<file path="config.mk">
export PLATFORM = sky130hd
export DESIGN_NAME = vote_logger
export DESIGN_NICKNAME = d
export VERILOG_FILES = /design/src/rtl/vote_logger_pkg.sv /design/src/rtl/vote_tally.sv /design/src/rtl/vote_logger.sv
export SDC_FILE = /design/constraint.sdc
export NUM_CORES = 1
export LEC_CHECK = 0
export CAP_MARGIN = 30
export CORE_MARGIN = 2
export CORE_UTILIZATION = 25
export CTS_CLUSTER_SIZE = 8
export DETAILED_ROUTE_END_ITERATION = 6
export HOLD_SLACK_MARGIN = 0.02
export SYNTH_ARGS = -nofsm -noshare
export SYNTH_HDL_FRONTEND = slang
export SYNTH_HIERARCHICAL = 1
export SYNTH_SLANG_ARGS = --single-unit
</file>
<file path="constraint.sdc">
create_clock -name clock -period 3.6 [get_ports clock]
set_clock_uncertainty 0.15 [all_clocks]
set_input_delay 0.36 -clock clock [delete_from_list [all_inputs] [get_ports clock]]
set_output_delay 0.36 -clock clock [all_outputs]
set_load 0.01 [all_outputs]
</file>
<file path="src/rtl/vote_logger_pkg.sv">
// Shared definitions for the vote logger: ballot FSM states and default sizing.
package vote_logger_pkg;

  typedef enum logic {
    LOCKED = 1'b0,
    ARMED  = 1'b1
  } state_t;

  localparam int NUM_CAND_DEF = 4;
  localparam int CNT_W_DEF    = 8;

endpackage

</file>
<file path="src/rtl/vote_tally.sv">
// One per-candidate tally: saturating up-counter with increment enable.
module vote_tally #(
  parameter int CNT_W = 8
) (
  input  logic             clock,
  input  logic             reset,
  input  logic             inc,
  output logic [CNT_W-1:0] count,
  output logic             sat
);

  assign sat = (count == '1);

  always_ff @(posedge clock or negedge reset) begin
    if (!reset)
      count <= '0;
    else if (inc && !sat)
      count <= count + CNT_W'(1);
  end

endmodule

</file>
<file path="src/rtl/vote_logger.sv">
// Ballot logger: officer-armed single-vote FSM, per-candidate tallies and
// registered display of one tally plus the grand total.
module vote_logger
  import vote_logger_pkg::*;
#(
  parameter int NUM_CAND = NUM_CAND_DEF,
  parameter int CNT_W    = CNT_W_DEF
) (
  input  logic                                clock,
  input  logic                                reset,
  input  logic                                mode,
  input  logic [NUM_CAND-1:0]                 vote,
  input  logic                                arm,
  input  logic [$clog2(NUM_CAND)-1:0]         sel,
  output logic                                ready,
  output logic                                accepted,
  output logic                                rejected,
  output logic [CNT_W-1:0]                    count_out,
  output logic [CNT_W+$clog2(NUM_CAND)-1:0]   total_out
);

  localparam int TOT_W = CNT_W + $clog2(NUM_CAND);

  state_t              state;
  logic [CNT_W-1:0]    tally [NUM_CAND];
  logic [NUM_CAND-1:0] sat;
  logic [NUM_CAND-1:0] inc;
  logic                onehot;
  logic                accept;
  logic [TOT_W-1:0]    sum;
  logic [CNT_W-1:0]    sel_tally;

  assign onehot = (vote != '0) && ((vote & (vote - NUM_CAND'(1))) == '0);
  // A single-bit ballot is only taken if that candidate's counter has headroom.
  assign accept = !mode && (state == ARMED) && onehot && ((vote & sat) == '0);
  assign inc    = accept ? vote : '0;
  assign ready  = (state == ARMED);

  for (genvar g = 0; g < NUM_CAND; g++) begin : g_tally
    vote_tally #(.CNT_W(CNT_W)) u_tally (
      .clock (clock),
      .reset (reset),
      .inc   (inc[g]),
      .count (tally[g]),
      .sat   (sat[g])
    );
  end

  always_ff @(posedge clock or negedge reset) begin
    if (!reset) begin
      state    <= LOCKED;
      accepted <= 1'b0;
      rejected <= 1'b0;
    end else begin
      accepted <= 1'b0;
      rejected <= 1'b0;
      if (mode) begin
        state <= LOCKED;
      end else begin
        case (state)
          LOCKED: begin
            rejected <= |vote;
            if (arm) state <= ARMED;
          end
          ARMED: begin
            if (accept) begin
              accepted <= 1'b1;
              state    <= LOCKED;
            end else if (|vote) begin
              rejected <= 1'b1;
            end
          end
          default: state <= LOCKED;
        endcase
      end
    end
  end

  always_comb begin
    sum       = '0;
    sel_tally = '0;
    for (int unsigned i = 0; i < NUM_CAND; i++) begin
      sum = sum + TOT_W'(tally[i]);
      if (int'(sel) == int'(i)) sel_tally = tally[i];
    end
  end

  always_ff @(posedge clock or negedge reset) begin
    if (!reset) begin
      count_out <= '0;
      total_out <= '0;
    end else begin
      count_out <= mode ? sel_tally : '0;
      total_out <= mode ? sum : '0;
    end
  end

endmodule
</file>
==> summary.md <==
| Metric | Value |
|---|---|
| # resized after CTS | `0` |
| Clock latency on the worst-skew pair | `0.30 ns` |
| Reg clk slew, reported paths | `0.07 ns` |
| Via count | `2608` |
| Starting Density | `25.8%` |
| Pleak | `1.78 nW` |
| RSZ-0062 raised after global routing | `no` |
| CTS Root Cell | `clkbuf_16` |
| Post-CTS setup buffers | `0` |
| Die Y | `121 um` |
| Routability cong. | `0.846` |
| Measured slew at the worst slew-check pin | `0.539 ns` |
| Overflow after GRT | `0` |
| Total power | `0.00188 W` |
| Reg area | `1330 um2` |
| Area Overhead vs Synth | `22.0%` |
| Crit path top cell by count | `fa_1` |
| Pre-antenna DRT Iters | `4` |
| CP max-delay cell | `fa_1` |
| Final hold violation count | `0` |
| Port bufs | `30` |
| CP Capture Type | `register` |
| Filler Cell Count | `1381` |
| Status | `finished, final reports clean` |
| Min Tclk post-route | `3.22 ns` |
| #FFs+latches synth | `53` |
| Crit-path max cell delay | `0.52 ns` |
| Cells after synthesis | `335` |
| Max Clk Rate | `310 MHz` |
| Largest net degree at the start of global routing | `30` |
| Setup-violating endpoint count in the final report | `0` |
| Ys Warns | `6` |
| Initial DRC Count | `202` |
| Sequential element share of the synthesized area | `38.5%` |
| MaxCap Viol Count | `0` |
| Synth cell types | `41` |
| Die W | `121 um` |
| Clock Path Buffers | `2` |
| Setup CP Type | `register to register` |
| Syn_area_per_cell | `10.3 um2` |
| Period utilization | `89.5%` |
| Syn nets | `374` |
| Setup total negative slack | `0 ns` |
| Gr usage total | `11.6%` |
| Vias in the first global route | `2728` |
| Die ar. | `14700 um2` |
| Highest net fanout along the worst path | `6` |
| Drt wl/cell | `13.9 um` |
| Post-route antenna net violation count | `0` |
| Core area | `13300 um2` |
| Antenna cells | `0` |
| I/O pin cnt | `31` |
| Share of cells above drive strength 1 | `12.8%` |
| Final WL | `7.78 mm` |
| Nets | `421` |
| Multi-input gate area | `1900 um2` |
| Synthesized cell area | `3450 um2` |
| TritonCTS clock tree | `yes` |
| IR drop worst, VDD | `199 uV` |
| Worst-path cell chain | `inv_1 -> fa_1 -> fa_1 -> inv_1 -> ha_1 -> fa_1 -> a211oi_2 -> o21a_1 -> o21ai_0 -> o211a_1` |
| Final Max Tran Viols | `0` |
| First-pass GRT wire length | `13.5 mm` |
| Critical path arrival | `3.26 ns` |
| Most used DFF post-synth | `dfrtp_1` |
| Power Density | `446 nW/um2` |
| CTS Buf Count | `5` |
| Max_slew headroom | `64.0%` |
| Max H-tree Level | `2` |
| Startpoint Class | `register` |
| Post-synth EDFFs | `0` |
| Req. time, crit path | `3.64 ns` |
| Initial antenna violation count | `0` |
| CTS Sinks | `53` |
| Vias per cell | `4.67` |
| Final core occ | `31.5%` |
| DRC Markers | `0` |
| # rows | `42` |
| Hold WC Path Type | `register to register` |
| Async set-reset flop share out of synthesis | `100%` |
| Detailed Place HPWL | `6.18 mm` |
| Final hold slack | `0.408 ns` |
## path summary, 6_finish.rpt
| path | start | endpoint | slack (ns) | depth (start not counted) |
|---|---|---|---|---|
| setup / recovery | g_tally[2].u_tally/count[1] | total_out[9] | 0.38 | 10 |
| hold / removal | ready | rejected | 0.41 | 1 |
| setup reg to reg | g_tally[2].u_tally/count[1] | total_out[9] | 0.38 | 10 |
| hold reg to reg | ready | rejected | 0.41 | 1 |
| max in group asynchronous | reset | g_tally[1].u_tally/count[4] | 2.08 | 3 |
| min in group asynchronous | reset | g_tally[0].u_tally/count[6] | 0.43 | 2 |
## where the power goes
group          internal, W  switching, W  total, W
combinational     0.000297      0.000312  0.000609
clock             0.000263      0.000236  0.000499
sequential        0.000671     0.0000964  0.000768
total              0.00123      0.000644   0.00188
## what timing repair did
| item | 4_1_cts | 5_1_grt |
|---|---|---|
| hold buffers | 1 | 0 |
| endpoints found under the setup margin | 0 | 0 |
| hold endpoints to repair | 24 | 0 |
## kinds of logic after synthesis
family                   after synthesis  synth area share, %
AO/OA/AOI/OAI                         67                 13.2
XOR/XNOR                               5                 1.27
adder cells (fa/ha/maj)               29                 14.0
buffers and inverters                 59                 6.50
flip-flops                            53                 38.5
multiplexers                          24                 10.3
AND/OR/NAND/NOR                       98                 16.3
## area by class of cell
cell class	instances	area share, %
clock buffers	5	2.98
inverters	55	4.91
multi-input cells	223	45.1
flip-flops and latches	53	31.5
clock inverters	3	0.625
well taps	176	5.24
repair buffers	44	9.58
## stage by stage
stage | cell area (um2) | instances | setup WS (ns)
2_1_floorplan | 3450 | 335 | 0.578
3_3_place_gp | 4040 | 550 | 0.443
3_5_place_dp | 4040 | 550 | 0.392
4_1_cts | 4210 | 559 | 0.381
5_1_grt | 4210 | 559 | 0.147
6_report | 4210 | 559 | 0.379
## layer usage
metal  share of wire [%]  routed length (um)  global-route usage, %  vias up
li1                    -                   -                      -     1271
met1                  48                3710                   15.9     1250
met2                  44                3460                   18.3       74
met3                 5.9                 458                   2.77       13
met4                 2.0                 156                   3.45        0
met5                   0                   0                      0        -
## placed cells by master, fill, tap and decap left out, types with 11 or more instances in the layout
cell type / netlist / final
nand4_1: 14 / 14
fa_1: 16 / 16
nor2_1: 22 / 22
ha_1: 13 / 13
and2_1: 12 / 12
nand2_1: 18 / 18
inv_1: 55 / 55
a21oi_1: 12 / 12
dfrtp_1: 53 / 53
buf_4: 0 / 13
clkdlybuf4s50_1: 0 / 29
nor3_1: 11 / 11
o21ai_0: 17 / 17
## critical path: cells and delay by family, from the launching register on
kind | cells | cell delay, ns
AOI/OAI and AO/OA | 4 | 0.67
adders and majority gates | 4 | 1.68
buffers and inverters | 2 | 0.13
DFF | 1 | 0.46
## synth_stat cells (all sizes together) (8+ instances only)
master / n / area share, %
a21oi: 12 / 1.7
and2: 12 / 2.2
dfrtp: 53 / 38
fa: 16 / 9.3
ha: 13 / 4.7
inv: 55 / 6.0
mux2: 12 / 3.9
mux4: 8 / 5.2
nand2: 18 / 2.0
nand3: 9 / 1.3
nand4: 18 / 5.0
nor2: 22 / 2.4
nor3: 11 / 1.6
o21ai: 23 / 3.8
## flip-flops by register name, summed over array words and instances (netlist names)
name and flops:
rejected 1, accepted 1, total_out 10, count_out 8, g_tally.u_tally/count 32, ready 1
Note: power is estimated with default switching activity, not from simulation.
